File: src/rtl/spi_pkg.sv
// Shared encodings, frame lengths and FSM states for the SPI main.
package spi_pkg;

    localparam logic [1:0] KS_128 = 2'b00;
    localparam logic [1:0] KS_192 = 2'b01;
    localparam logic [1:0] KS_256 = 2'b10;
    localparam logic [1:0] KS_ILL = 2'b11;

    localparam logic [8:0] FRAME_LEN_128 = 9'd130;
    localparam logic [8:0] FRAME_LEN_192 = 9'd194;
    localparam logic [8:0] FRAME_LEN_256 = 9'd258;

    localparam int RX_BITS = 128;

    typedef enum logic [2:0] {
        ST_IDLE,
        ST_LEAD,
        ST_SCK_HI,
        ST_SCK_LO,
        ST_TAIL_HI,
        ST_TAIL_LO,
        ST_GUARD
    } state_e;

    function automatic logic [8:0] frame_len(input logic [1:0] ks);
        logic [8:0] len;
        case (ks)
            KS_192:  len = FRAME_LEN_192;
            KS_256:  len = FRAME_LEN_256;
            default: len = FRAME_LEN_128;
        endcase
        return len;
    endfunction

    // Bit idx of the frame: two header bits, then payload from bit 255 down.
    function automatic logic frame_bit(
        input logic [1:0]   ks,
        input logic [255:0] pl,
        input logic [8:0]   idx
    );
        logic [7:0] pos;
        pos = 8'(9'd257 - idx);
        if (idx == 9'd0) begin
            return ks[1];
        end
        if (idx == 9'd1) begin
            return ks[0];
        end
        return pl[pos];
    endfunction

endpackage

File: src/rtl/spi_main_tick.sv
// Phase timer: ticks on the last clk cycle of every CLK_DIV-long phase.
module spi_tick_gen #(
    parameter int unsigned CLK_DIV = 4
) (
    input  logic clk_i,
    input  logic rst_i,
    input  logic clear_i,
    output logic tick_o
);

    localparam logic [7:0] LAST = 8'(CLK_DIV - 1);

    logic [7:0] cnt_q;
    logic [7:0] cnt_d;

    assign tick_o = !clear_i && (cnt_q == LAST);

    // Every state change lands on a tick, so wrapping here restarts the phase.
    always_comb begin
        cnt_d = cnt_q + 8'd1;
        if (clear_i || tick_o) begin
            cnt_d = '0;
        end
    end

    always_ff @(posedge clk_i or posedge rst_i) begin
        if (rst_i) begin
            cnt_q <= '0;
        end else begin
            cnt_q <= cnt_d;
        end
    end

endmodule

File: src/rtl/spi_main.sv
// SPI main: sends a key_size header plus payload frame MSB first
// and captures the first 128 bits returned by the subordinate.
module spi_main
    import spi_pkg::*;
#(
    parameter int unsigned CLK_DIV = 4
) (
    input  logic         clk,
    input  logic         rst,
    input  logic         start,
    input  logic [1:0]   key_size,
    input  logic [255:0] payload,
    output logic         cs,
    output logic         sclk,
    output logic         sdi,
    input  logic         sdo,
    output logic [127:0] rx_data,
    output logic         busy,
    output logic         done,
    output logic         err
);

    state_e         state_q;
    state_e         state_d;
    logic [8:0]     bit_q;
    logic [8:0]     bit_d;
    logic           last_q;
    logic           last_d;
    logic           sdi_q;
    logic           sdi_d;
    logic [127:0]   rx_q;
    logic [127:0]   rx_d;
    logic [1:0]     ks_q;
    logic [1:0]     ks_d;
    logic [255:0]   pl_q;
    logic [255:0]   pl_d;
    logic           done_q;
    logic           done_d;
    logic           err_q;
    logic           err_d;
    logic           tick;
    logic           idle;
    logic [8:0]     last_idx;

    assign idle     = (state_q == ST_IDLE);
    assign last_idx = frame_len(ks_q) - 9'd1;

    spi_tick_gen #(
        .CLK_DIV (CLK_DIV)
    ) u_tick (
        .clk_i   (clk),
        .rst_i   (rst),
        .clear_i (idle),
        .tick_o  (tick)
    );

    always_comb begin
        state_d = state_q;
        bit_d   = bit_q;
        last_d  = last_q;
        sdi_d   = sdi_q;
        rx_d    = rx_q;
        ks_d    = ks_q;
        pl_d    = pl_q;
        done_d  = 1'b0;
        err_d   = 1'b0;
        unique case (state_q)
            ST_IDLE: begin
                if (start) begin
                    if (key_size == KS_ILL) begin
                        err_d = 1'b1;
                    end else begin
                        state_d = ST_LEAD;
                        ks_d    = key_size;
                        pl_d    = payload;
                        bit_d   = '0;
                        last_d  = 1'b0;
                        sdi_d   = key_size[1];
                    end
                end
            end
            ST_LEAD: begin
                if (tick) begin
                    state_d = ST_SCK_HI;
                end
            end
            ST_SCK_HI: begin
                // Falling sclk edge: capture sdo, then move sdi on.
                if (tick) begin
                    state_d = ST_SCK_LO;
                    if (bit_q < 9'(RX_BITS)) begin
                        rx_d = {rx_q[126:0], sdo};
                    end
                    if (bit_q == last_idx) begin
                        last_d = 1'b1;
                        sdi_d  = 1'b0;
                    end else begin
                        bit_d = bit_q + 9'd1;
                        sdi_d = frame_bit(ks_q, pl_q, bit_q + 9'd1);
                    end
                end
            end
            ST_SCK_LO: begin
                if (tick) begin
                    state_d = last_q ? ST_TAIL_HI : ST_SCK_HI;
                end
            end
            ST_TAIL_HI: begin
                if (tick) begin
                    state_d = ST_TAIL_LO;
                end
            end
            ST_TAIL_LO: begin
                if (tick) begin
                    state_d = ST_GUARD;
                end
            end
            ST_GUARD: begin
                if (tick) begin
                    state_d = ST_IDLE;
                    done_d  = 1'b1;
                end
            end
            default: begin
                state_d = ST_IDLE;
            end
        endcase
    end

    always_ff @(posedge clk or posedge rst) begin
        if (rst) begin
            state_q <= ST_IDLE;
            bit_q   <= '0;
            last_q  <= 1'b0;
            sdi_q   <= 1'b0;
            rx_q    <= '0;
            ks_q    <= '0;
            pl_q    <= '0;
            done_q  <= 1'b0;
            err_q   <= 1'b0;
        end else begin
            state_q <= state_d;
            bit_q   <= bit_d;
            last_q  <= last_d;
            sdi_q   <= sdi_d;
            rx_q    <= rx_d;
            ks_q    <= ks_d;
            pl_q    <= pl_d;
            done_q  <= done_d;
            err_q   <= err_d;
        end
    end

    assign cs      = idle || (state_q == ST_GUARD);
    assign sclk    = (state_q == ST_SCK_HI) || (state_q == ST_TAIL_HI);
    assign sdi     = sdi_q;
    assign rx_data = rx_q;
    assign busy    = !idle;
    assign done    = done_q;
    assign err     = err_q;

endmodule

File: config.mk
export PLATFORM = sky130hd
export DESIGN_NAME = spi_main
export DESIGN_NICKNAME = d
export VERILOG_FILES = /design/src/rtl/spi_pkg.sv /design/src/rtl/spi_main_tick.sv /design/src/rtl/spi_main.sv
export SDC_FILE = /design/constraint.sdc
export NUM_CORES = 1
export LEC_CHECK = 0
export ABC_AREA = 1
export CAP_MARGIN = 20
export CORE_MARGIN = 4
export CORE_UTILIZATION = 50
export CTS_BUF_LIST = sky130_fd_sc_hd__clkbuf_4 sky130_fd_sc_hd__clkbuf_8
export DETAILED_ROUTE_END_ITERATION = 16
export GPL_TIMING_DRIVEN = 0
export PLACE_DENSITY = 0.84
export SYNTH_ARGS = -nofsm -noshare
export SYNTH_HDL_FRONTEND = slang
export SYNTH_SLANG_ARGS = --single-unit
File: constraint.sdc
create_clock -name clk -period 18.4 [get_ports clk]
set_input_delay 3.68 -clock clk [delete_from_list [all_inputs] [get_ports clk]]
set_output_delay 3.68 -clock clk [all_outputs]
set_load 0.02 [all_outputs]
Word-level counts from Yosys, hierarchy flattened
Cells that the tools add are included.

Add/subtract/negate cells: 4. Order comparisons: 2. Equality and inequality tests: 22. Mux-type cells: 47. Bitwise gates (word level): 1. Reductions and logical operators: 14.

Operators with widths (number): $mux W9 (4); $pmux W9 S2 (2); $mux W1 (27); $mux W3 (9); $pmux W3 S7 (1); $ne A2 B1 Y1 const B (6); $reduce_and A5 Y1 (2); $add A9 B1 Y9 const B (1); $eq A3 B3 Y1 const B (3); $eq A9 B1 Y1 const B (1); $eq A9 B9 Y1 (1); $logic_not A9 Y1 (1); $lt A8 B9 Y1 const B (1); $lt A9 B8 Y1 const B (1); $sub A9 B1 Y9 const B (1); $add A8 B1 Y8 const B (1); $bmux W1 S8 (1); $eq A8 B2 Y1 const B (1); $mux W8 (1); $ne A2 B2 Y1 const B (4); $reduce_and A8 Y1 (1); $sub A1 B8 Y8 const A (1); $eq A3 B2 Y1 const B (2); $reduce_and A3 Y1 (2); 11 further kinds (15).

Bits in registers: 410. Input port bits: 262. Output and inout port bits: 134.

Logic depth before layout (Yosys ltp)
Gate-level depths: netlist (run 1).

Depth after elaboration: 16. Gate-level depth with buffers: 23. Gate-level depth less buffers: 17.

Hierarchy
From an unflattened synthesis (run 1), not the netlist that was laid out.

Cell total of the unflattened synthesis: 1938. Area, all modules: 19652.6 µm².

Modules (own cells, without submodules): spi_main (instances 1, cells an instance 1873, area an instance 19193.4 µm², seq. area each 10059.6 µm²); spi_tick_gen (instances 1, cells an instance 65, area an instance 459.2 µm², seq. area each 200.2 µm²).

Worst setup path after synthesis (run 1)
OpenSTA, ideal clock, no wires.

Path type: input to register. Start: input key_size[1]. End: register pl_q[105]. Arrival time: 4995 ps. Path slack: 13277 ps. Stages on the path: 10. Path buffers: 2. Cells stage by stage: nand2_1 > inv_1 > o21ai_1 > o211ai_2 > inv_2 > o21ai_2 > nor2_8 > buf_4 > buf_6 > mux2_1.

Word-level cells in the longest chain between the ends: 3.

Ends and longest elaborated chain: from (decl) (RTL line spi_main.sv:11) `input logic [1:0] key_size,`; $eq A2 B2 Y1 (RTL line spi_main.sv:70) `if (key_size == KS_ILL) begin`; $not A1 Y1 (no source line); $reduce_and A3 Y1 (no source line); to (signal assigned) (RTL line spi_main.sv:148) `pl_q <= pl_d;`; to (decl) (RTL line spi_main.sv:35) `logic [255:0] pl_q;`.

No other way between the ends. A chain may end at the register's enable or synchronous reset.

Worst setup path after layout (run 1)
Start: register state_q[0]. End: output sclk.

Word-level cells in the longest chain between the ends: 2. Elaborated cells on any way between the ends: 3. Classes of those cells: 2 x eq/ne; 1 x reduce/logical.

Ends and longest elaborated chain: from (decl) (RTL line spi_main.sv:23) `state_e state_q;`; from (signal assigned) (RTL line spi_main.sv:142) `state_q <= state_d;`; $eq A3 B2 Y1 / $eq A3 B3 Y1 (equally long branches) (RTL line spi_main.sv:155) `assign sclk = (state_q == ST_SCK_HI) || (state_q == ST_TAIL_HI);`; $logic_or A1 B1 Y1 * (RTL line spi_main.sv:155); to (decl) (RTL line spi_main.sv:14) `output logic sclk,`.

Every way passes the cells marked *; elsewhere a longest branch is shown, timed or not.

==> impl_metrics.csv, run 1 <==
group,metric,value,unit
critical_path,reg2reg_depth,23,
global_routing,grtUsageTotal,29.03,%
synth,synth_edf_count,0,
timing,drv_slew,0,
worst_hold_path,min_path_cells,1,
global_routing,grt_max_degree,129,
timing,setup_ws,12350,ps
detailed_routing,viasPerCell,5.563,
global_routing,grt_pass1_wl,92.32,mm
run_status,status,"finished clean",
pwr,sequentialPowerShare,47.1,%
place,dp_cells,2575,
critical_path,timing.rr.start,"bit_q[0]",
clock_network,ctsHoldBuffers,0,
layout,fin_nets,2447,
detailed_routing,ant_nets,0,
job,max_cap_viol_count,0,
global_routing,grt_pass1_vias,16221,
critical_path,slowest_stage,"clkdlybuf4s50_1",
timing,tns,0,ps
global_routing,grt_overflow_total,0,
timing,fin_skew,32.76,ps
critical_path,worstPathRequired,14720,ps
detailed_routing,wl_per_cell,22.03,microns
die,dieHeight,201.4,microns
layout,layout-drive-gt1-share,17.11,%
pwr,net-switching-power,0.0004168,W
critical_path,critPathKind,"reg2out",
pwr,vdd_drop_max,0.00006705,V
layout,syn_to_final_growth,33.34,%
critical_path,critPathTopFamily,"buffers and inverters",
clock_network,clock_latency,630,ps
critical_path,critPathMostFrequentCell,"inv_1",
global_routing,grt_antenna_before_repair,7,
worst_hold_path,hp-class,"reg2reg",
synth,syn_area,18690,sq um
clock_network,cts-root-buf,"clkbuf_8",
pwr,power.share.clock,48.5,%
timing,worst_slew_pin_slew,799.1,ps
detailed_routing,drc,0,
detailed_routing,drt_first_pass_iters,5,
place,dpl.hpwl,42.45,mm
critical_path,slowest_delay,630,ps
timing,relSlewSlack,46.73,%
critical_path,r2r_slack,13650,ps
timing,rsz0062_at_grt,"no",
critical_path,crit_path_max_fanout,5,
detailed_routing,drt_iter0_drc,1171,
global_routing,use_met3,10.31,%
pwr,power_switching_share,21.75,%
pwr,p_per_area,76.89,nW/um^2
synth,ys_async_sr_fraction,100.0,%
die,ioPinCount,396,
clock_network,cts.repair.resized,0,
timing,fin_crit,6049,ps
synth,synthFlopType,"dfrtp_1",
detailed_routing,wl,59.62,mm
worst_hold_path,hold_path_end,"u_tick.cnt_q[0]",
clock_network,clk_path_buf_depth,3,
clock_network,cts_tree,"done",
place,io_buffers,395,
timing,setup_viol,0,
synth,ys_seq_area_share,54.88,%
synth,yosys_warnings,0,
timing,maxClockFrequency,165.3,MHz
layout,fill_cells,2604,
die,die_area,40550,sq um
worst_hold_path,min-delay-start,"u_tick.cnt_q[0]",
die,rows,70,
timing,hold_viol_final,0,
global_routing,met1_usage,35.51,%
clock_network,cts.sinks,410,
synth,syn_avg_cell_area,10.94,sq um
place,dp_slack,12340,ps
clock_network,cts-buffers-inserted,71,
die,coreArea,36790,sq um
clock_network,cts_setup_buffers,0,
layout,instances_no_fill,2706,
pwr,power_frac_comb,4.4,%
synth,synth_seq_cells,410,
die,fp.dieW,201.4,microns
timing,hold_ws,472.8,ps
critical_path,arrival,2370,ps
pwr,p_int,0.001500,W
synth,syn_nets,1976,
detailed_routing,via_count,15054,
critical_path,path_buf_inv,3,
global_routing,grt.met2_usage,47.98,%
place,place.gp.congestion,0.8906,
die,start_util,50.82,%
synth,ys_types,44,
pwr,power_leakage,12.21,nW
timing,period_share,32.88,%
critical_path,reg2reg_to,"sdi",
global_routing,grt-busiest-layer,"met2",
critical_path,crit_chain,"nor2_1, inv_1, nor2_4, inv_1, nand2_1, clkdlybuf4s50_1",
clock_network,h-tree-depth,3,
critical_path,cp_num_cells,6,
critical_path,cp-end-kind,"output port",
synth,syn_inst,1709,
clock_network,path_clk_slew,60,ps
critical_path,start_kind,"flip-flop",
## worst max-delay path by stage
stage,slack (ps),endpoint,startpoint
after floorplan,3310,bit_q[0],rst
after global placement,-1080,pl_q[145],rst
after detailed placement,12340,pl_q[110],key_size[1]
after CTS,12310,sclk,state_q[0]
after global routing,12200,sclk,state_q[0]
final,12350,sclk,state_q[0]
## sequential cells by signal, summed over array words and instances (netlist names)
name,flops
state_q,3
u_tick.cnt_q,8
done,1
pl_q,256
last_q,1
ks_q,2
rx_data,128
err,1
bit_q,9
sdi,1
## synth_stat cells, drive strengths merged (5+ instances only)
| library cell | count | area share (%) |
|---|---|---|
| nand2 | 466 | 9.4 |
| nor2 | 26 | 0.66 |
| xor2 | 6 | 0.28 |
| o21ai | 61 | 1.7 |
| nor3 | 5 | 0.19 |
| inv | 64 | 1.3 |
| nand3 | 153 | 4.1 |
| buf | 84 | 3.2 |
| dfrtp | 410 | 55 |
| o22ai | 7 | 0.23 |
| a21oi | 28 | 0.75 |
| nand4 | 8 | 0.35 |
| ha | 5 | 0.33 |
| mux2 | 360 | 22 |
| clkbuf | 13 | 0.26 |
## power groups by stage
stage / clock (W) / combinational, W / sequential [W]
4_1_cts: 0.000939 / 0.0000860 / 0.000903
2_1_floorplan: 0 / 0.0000142 / 0.000921
5_1_grt: 0.000983 / 0.0000906 / 0.000903
3_3_place_gp: 0 / 0.0000822 / 0.000920
6_report: 0.000929 / 0.0000849 / 0.000903
3_5_place_dp: 0 / 0.0000851 / 0.000919
## through the flow
step                area [sq um]  total power, W  util [%]
global placement           23230        0.001002     63.16
global route               24920        0.001976     67.74
CTS                        24910        0.001928     67.72
detailed placement         23320        0.001004     63.40
finish                     24930        0.001917     67.77
floorplan                  18690       0.0009349         -
## routing by layer
metal	routed length, microns	share of wire [%]	up-vias
li1	-	-	6688
met1	22550	38	7430
met2	28650	48	777
met3	6315	11	151
met4	2047	3.4	8
met5	63	0.11	-
## logic make-up (layout without fill, tap and decap cells)
| kind of cell | after synthesis | count (layout) | synth area share (%) |
|---|---|---|---|
| AND/OR/NAND/NOR | 661 | 661 | 14.94 |
| flip-flops | 410 | 410 | 54.88 |
| multiplexers | 360 | 360 | 21.69 |
| buffers and inverters | 162 | 685 | 4.792 |
| AO/OA/AOI/OAI | 103 | 103 | 2.952 |
| XOR/XNOR | 8 | 8 | 0.4150 |
| adder cells (fa/ha/maj) | 5 | 5 | 0.3346 |
| other | 0 | 6 | 0 |
## placed cells by master, fill, tap and decap left out, types with 3 or more instances in the layout
cell type	instances
nand3_1	152
buf_16	3
buf_4	13
clkinvlp_4	3
mux2_2	152
clkbuf_1	13
nand4_1	7
buf_2	39
a21oi_1	28
buf_1	8
clkbuf_8	89
inv_1	54
o21ai_0	57
clkinv_2	8
nor2_1	23
inv_2	8
nor3_1	3
o22ai_1	7
clkbuf_4	19
dfrtp_1	410
ha_1	5
nand2_1	462
mux2_1	208
clkdlybuf4s50_1	395
diode_2	6
nand2_2	3
buf_6	22
xor2_1	6
o21ai_1	3
bufinv_16	5
## cell type report
cell class              instances  area, sq um  area share [%]
flip-flops and latches        410        10260           41.16
multi-input cells            1137         7538           30.24
repair buffers                398         4036           16.19
clock buffers                 108         1368           5.486
plain buffers                  97        649.4           2.605
well taps                     468        585.6           2.349
inverters                      65        254.0           1.019
clock inverters                17        221.5          0.8884
diodes                          6        15.01         0.06023
(Power assumes the default switching activity.)
==> run 2, diff against run 1 <==
==> constraint.sdc (replaced) <==
create_clock -name clk -period 6.3 [get_ports clk]
set_input_delay 1.26 -clock clk [delete_from_list [all_inputs] [get_ports clk]]
set_output_delay 1.26 -clock clk [all_outputs]
set_load 0.02 [all_outputs]
==> impl_metrics.csv, run 2 (synthesis results as in run 1) <==
group,metric,value,unit
place,place.gp.congestion,0.8898,
global_routing,grt_antenna_before_repair,6,
detailed_routing,viasPerCell,5.624,
critical_path,critPathTopFamily,"buffers and inverters",
layout,layout-drive-gt1-share,17.19,%
detailed_routing,drt_first_pass_iters,5,
layout,regMostFlops,"pl_q",
place,dp_cells,2582,
layout,largest_reg_flops,256,
timing,fin_crit,4747,ps
pwr,sequentialPowerShare,49.2,%
clock_network,cts_setup_buffers,0,
timing,setup_viol,0,
run_status,status,"finished clean",
timing,maxClockFrequency,210.6,MHz
place,dpl.hpwl,43.21,mm
timing,drv_slew,0,
critical_path,slowest_delay,480,ps
timing,hold_viol_final,0,
layout,fin_nets,2453,
clock_network,ctsHoldBuffers,0,
layout,syn_to_final_growth,33.08,%
global_routing,grt_overflow_total,0,
die,dieHeight,201.4,microns
pwr,p_per_area,215.3,nW/um^2
pwr,p_int,0.004167,W
clock_network,path_clk_slew,70,ps
layout,layout_commonest_cell,"nand2_1",
clock_network,cts-root-buf,"clkbuf_8",
detailed_routing,drt_iter0_drc,1188,
clock_network,h-tree-depth,3,
layout,fin_util,67.63,%
layout,seq_area,10260,sq um
die,die_area,40550,sq um
clock_network,cts.repair.resized,0,
pwr,power_switching_share,22.20,%
critical_path,crit_path_max_fanout,10,
die,coreArea,36790,sq um
layout,layout_common_cells,"nand2_1 (462), dfrtp_1 (410), clkdlybuf4s50_1 (395)",
clock_network,clk_path_buf_depth,3,
timing,relSlewSlack,43.30,%
pwr,vdd_drop_max,0.0002084,V
critical_path,critPathKind,"reg2reg",
layout,instances_no_fill,2708,
global_routing,grt_pass1_vias,16354,
layout,multi_input_area,7538,sq um
die,ioPinCount,396,
critical_path,worstPathRequired,6790,ps
critical_path,path_buf_inv,10,
critical_path,slowest_stage,"buf_1",
timing,tns,0,ps
pwr,power_frac_comb,4.8,%
detailed_routing,ant_nets,0,
global_routing,grtUsageTotal,29.35,%
detailed_routing,wl,60.32,mm
clock_network,cts-buffers-inserted,70,
global_routing,grt_max_degree,45,
critical_path,arrival,5240,ps
clock_network,cts.sinks,410,
place,io_buffers,395,
pwr,power.share.clock,45.9,%
die,rows,70,
pwr,power_leakage,12.18,nW
layout,fill_cells,2598,
timing,hold_ws,460.3,ps
critical_path,crit_chain,"buf_4, inv_4, buf_4, buf_4, ha_1, inv_2, buf_2, buf_2, ha_1, clkbuf_1, inv_1, buf_1, nand2_1, nand2_1, nand2_1, nand3_1, nand3_1, nand3_1, nand3_1, nand3_1, nand2_1, nand2_1, a21oi_1",
critical_path,cp-end-kind,"flip-flop",
timing,rsz0062_at_grt,"no",
global_routing,grt_pass1_wl,93.39,mm
detailed_routing,wl_per_cell,22.27,microns
timing,period_share,75.35,%
timing,fin_skew,20.49,ps
pwr,net-switching-power,0.001189,W
clock_network,cts_tree,"done",
timing,worst_slew_pin_slew,850.5,ps
die,start_util,50.82,%
detailed_routing,via_count,15231,
job,max_cap_viol_count,0,
critical_path,start_kind,"flip-flop",
worst_hold_path,hp-class,"reg2reg",
die,fp.dieW,201.4,microns
detailed_routing,drc,0,
clock_network,clock_latency,620,ps
[run 2: per-layer routing]
layer	share of wire, %	GRT usage [%]	wire length (microns)	vias to the layer above
li1	-	-	-	6690
met1	38	35.91	23060	7519
met2	47	47.42	28620	837
met3	10	10.01	6106	181
met4	4.2	13.16	2516	4
met5	0.017	0	10	-
[run 2: path summary, 6_finish.rpt]
kind | from | end | slack [ps] | cells past startpoint
min in group asynchronous | rst | rx_data[58] | 1130 | 2
hold / removal | u_tick.cnt_q[0] | u_tick.cnt_q[0] | 460 | 1
setup / recovery | bit_q[0] | sdi | 1550 | 23
hold reg to reg | u_tick.cnt_q[0] | u_tick.cnt_q[0] | 460 | 1
max in group asynchronous | rst | pl_q[148] | 3440 | 7
setup reg to reg | bit_q[0] | sdi | 1550 | 23
[run 2: area by class of cell]
cell class	count	share of cell area [%]
Clock inverter	10	0.2464
Sequential cell	410	41.24
Buffer	97	2.610
Antenna cell	6	0.06035
Clock buffer	110	5.482
Inverter	65	1.006
Multi-Input combinational cell	1137	30.30
Tap cell	468	2.354
Timing Repair Buffer	405	16.70
[run 2: per-stage QoR]
stage | area [sq um] | power [W] | setup WS (ps)
floorplan | 18700 | 0.002731 | -485.6
global placement | 23240 | 0.002930 | -2973
detailed placement | 23440 | 0.002943 | 1722
CTS | 24860 | 0.005393 | 1633
global route | 24870 | 0.005534 | 1310
finish | 24880 | 0.005357 | 1553
[run 2: power groups by stage]
| stage | clock, W | sequential, W | combinational (W) |
|---|---|---|---|
| 3_3_place_gp | 0 | 0.00269 | 0.000241 |
| 6_report | 0.00246 | 0.00264 | 0.000258 |
| 3_5_place_dp | 0 | 0.00268 | 0.000258 |
| 4_1_cts | 0.00249 | 0.00264 | 0.000261 |
| 2_1_floorplan | 0 | 0.00269 | 0.0000419 |
| 5_1_grt | 0.00262 | 0.00264 | 0.000275 |
==> variant: new RTL, settings of run 2 <==
Change the package constant `FRAME_LEN_128` from 9'd130 to 9'd128.
--- a/src/rtl/spi_pkg.sv
+++ b/src/rtl/spi_pkg.sv
@@ -6,7 +6,7 @@
     localparam logic [1:0] KS_256 = 2'b10;
     localparam logic [1:0] KS_ILL = 2'b11;
 
-    localparam logic [8:0] FRAME_LEN_128 = 9'd130;
+    localparam logic [8:0] FRAME_LEN_128 = 9'd128;
     localparam logic [8:0] FRAME_LEN_192 = 9'd194;
     localparam logic [8:0] FRAME_LEN_256 = 9'd258;
 
Formal check against the unedited RTL: no difference found for any inputs over 4 cycles, from zero or initial values and one cycle with rst high; that may be too few to reach the edited logic, so the function may still have changed.
==> variant against run 2 <==
Maximum frequency up 5.5%. Non-clock buffer count is 26 higher. Clock skew rose by 0.014 ns. Routed wire length grew 2.8%. Largest cell class unchanged. Sequential cell count is the same. Critical endpoint unchanged. Setup slack improved by 0.25 ns. Sequential share of layout area shrank 0.29 points. Area after synthesis shrank 0.39%. Final area increased by 0.71%. Count of clock-buffer cells in the layout is 6 lower.
Power is not compared: it rests on default switching activity, and its combinational part moved more than twofold at a synthesized area within 25%.
==> variant: results (changes against run 2) <==
slowest CP cell=clkbuf_1; Final Core Density=0.683 (+0.00645); DR vias=17400 (+14%); met2 Resource Use GR=0.471 (-0.00324); grt met3 use=0.0761 (-0.0240); I/O Buffers=395 (unchanged); ys async rst share=1.00 (unchanged); syn nets=2491 (+26%); Total Routing Usage GR=0.302 (+0.00872); # resized after CTS=0 (unchanged); GR met1 Demand/Resource=0.387 (+0.0274); critical path's largest stage delay=0.43 ns (-0.05 ns); WL final=62000 um (+2.8%); half-perimeter wire length of the detailed placement result=45500 um (+5.3%); worst reg2reg startpoint=bit_q[0]; fin crit period=4.50 ns (-0.246 ns); max_slew headroom=0.417 (-0.0162); post-CTS setup buffer count=0 (unchanged); gpl congestion=0.939 (+5.6%); placed cell count=3097 (+20%); most instantiated cells after synthesis=1214 x nand2_1, 410 x dfrtp_1, 165 x nand3_1; Pre-antenna DRT Iters=7 (+2); initial antenna violation count=15 (+9); wire per inst=19.1 um (-14%); pre-CTS WS=1.96 ns (+0.234 ns); Post-Syn Instances=2223 (+30%); Setup Crit Path Kind=reg2reg; Area contributors post-synth=dfrtp_1 55%, nand2_1 24%, mux2_2 7.7%; first-pass GRT wire length=96000 um (+2.8%); FF-to-FF path depth=25 (+8.7%); post-synthesis cell type count=38 (-14%); largest net degree at the start of global routing=43 (-4.4%); Max Clock Skew=0.0343 ns (+0.0139 ns); Clock Pin Slew Worst Setup and Hold Paths=0.06 ns; DRT iter0 DRCs=1711 (+44%); share of cells above drive strength 1=0.131 (-0.0409); signal arrival time at the worst endpoint=5.01 ns (-0.23 ns); sequential share of the synthesized area=0.551 (+0.00214); outcome=finished clean; Filler cells=2892 (+11%); CTS Buf Count=71 (+1.4%); cell family with most CP delay=buffers and inverters; vias in the first global route=17600 (+7.3%); crit-path max FO=10 (unchanged); r2r setup slk=1.80 ns (+0.25 ns); placed cell areas=23400 um^2 (-0.19%); clk_lat worst skew=0.64 ns (+0.02 ns); main flop type after synthesis=dfrtp_1; NumNets Final=2970 (+21%)
variant: worst min path at each step:
stage                    start              end  slack, ns  cells past startpoint
2_1_floorplan  u_tick.cnt_q[0]  u_tick.cnt_q[0]       0.43                      1
3_3_place_gp   u_tick.cnt_q[0]  u_tick.cnt_q[0]       0.45                      1
3_5_place_dp   u_tick.cnt_q[0]  u_tick.cnt_q[0]       0.46                      1
4_1_cts        u_tick.cnt_q[0]  u_tick.cnt_q[0]       0.47                      1
5_1_grt               pl_q[78]         pl_q[78]       0.49                      2
6_report       u_tick.cnt_q[0]  u_tick.cnt_q[0]       0.47                      1
variant: layer usage:
metal / share of wire / routed length (um) / vias to the layer above
met1: 0.39 / 23900 / 8289
met2: 0.47 / 28900 / 945
li1: - / - / 7982
met3: 0.097 / 6040 / 202
met5: 0 / 0 / -
met4: 0.050 / 3130 / 0
variant: power groups by stage:
stage / registers (mW) / clock network [mW] / logic [mW]
after detailed placement: 3.94 / 0 / 4.45
after global routing: 4.00 / 2.92 / 5.10
final: 3.93 / 2.75 / 4.59
after floorplan: 3.84 / 0 / 3.01
after global placement: 3.92 / 0 / 4.33
after CTS: 3.90 / 2.79 / 4.49
variant: cells by family after synthesis:
logic type               after synthesis  synth area share
AND/OR/NAND/NOR                     1431             0.304
multiplexers                         128            0.0774
flip-flops                           410             0.551
buffers and inverters                179            0.0420
XOR/XNOR                               6           0.00323
AO/OA/AOI/OAI                         63            0.0185
adder cells (fa/ha/maj)                6           0.00403
variant: layout make-up:
class / count / share of cell area
Tap cell: 468 / 0.0234
Antenna cell: 15 / 0.00150
Timing Repair Buffer: 406 / 0.167
Inverter: 57 / 0.00879
Clock inverter: 24 / 0.0107
Buffer: 122 / 0.0226
Clock buffer: 104 / 0.0541
Multi-Input combinational cell: 1634 / 0.303
Sequential cell: 410 / 0.409
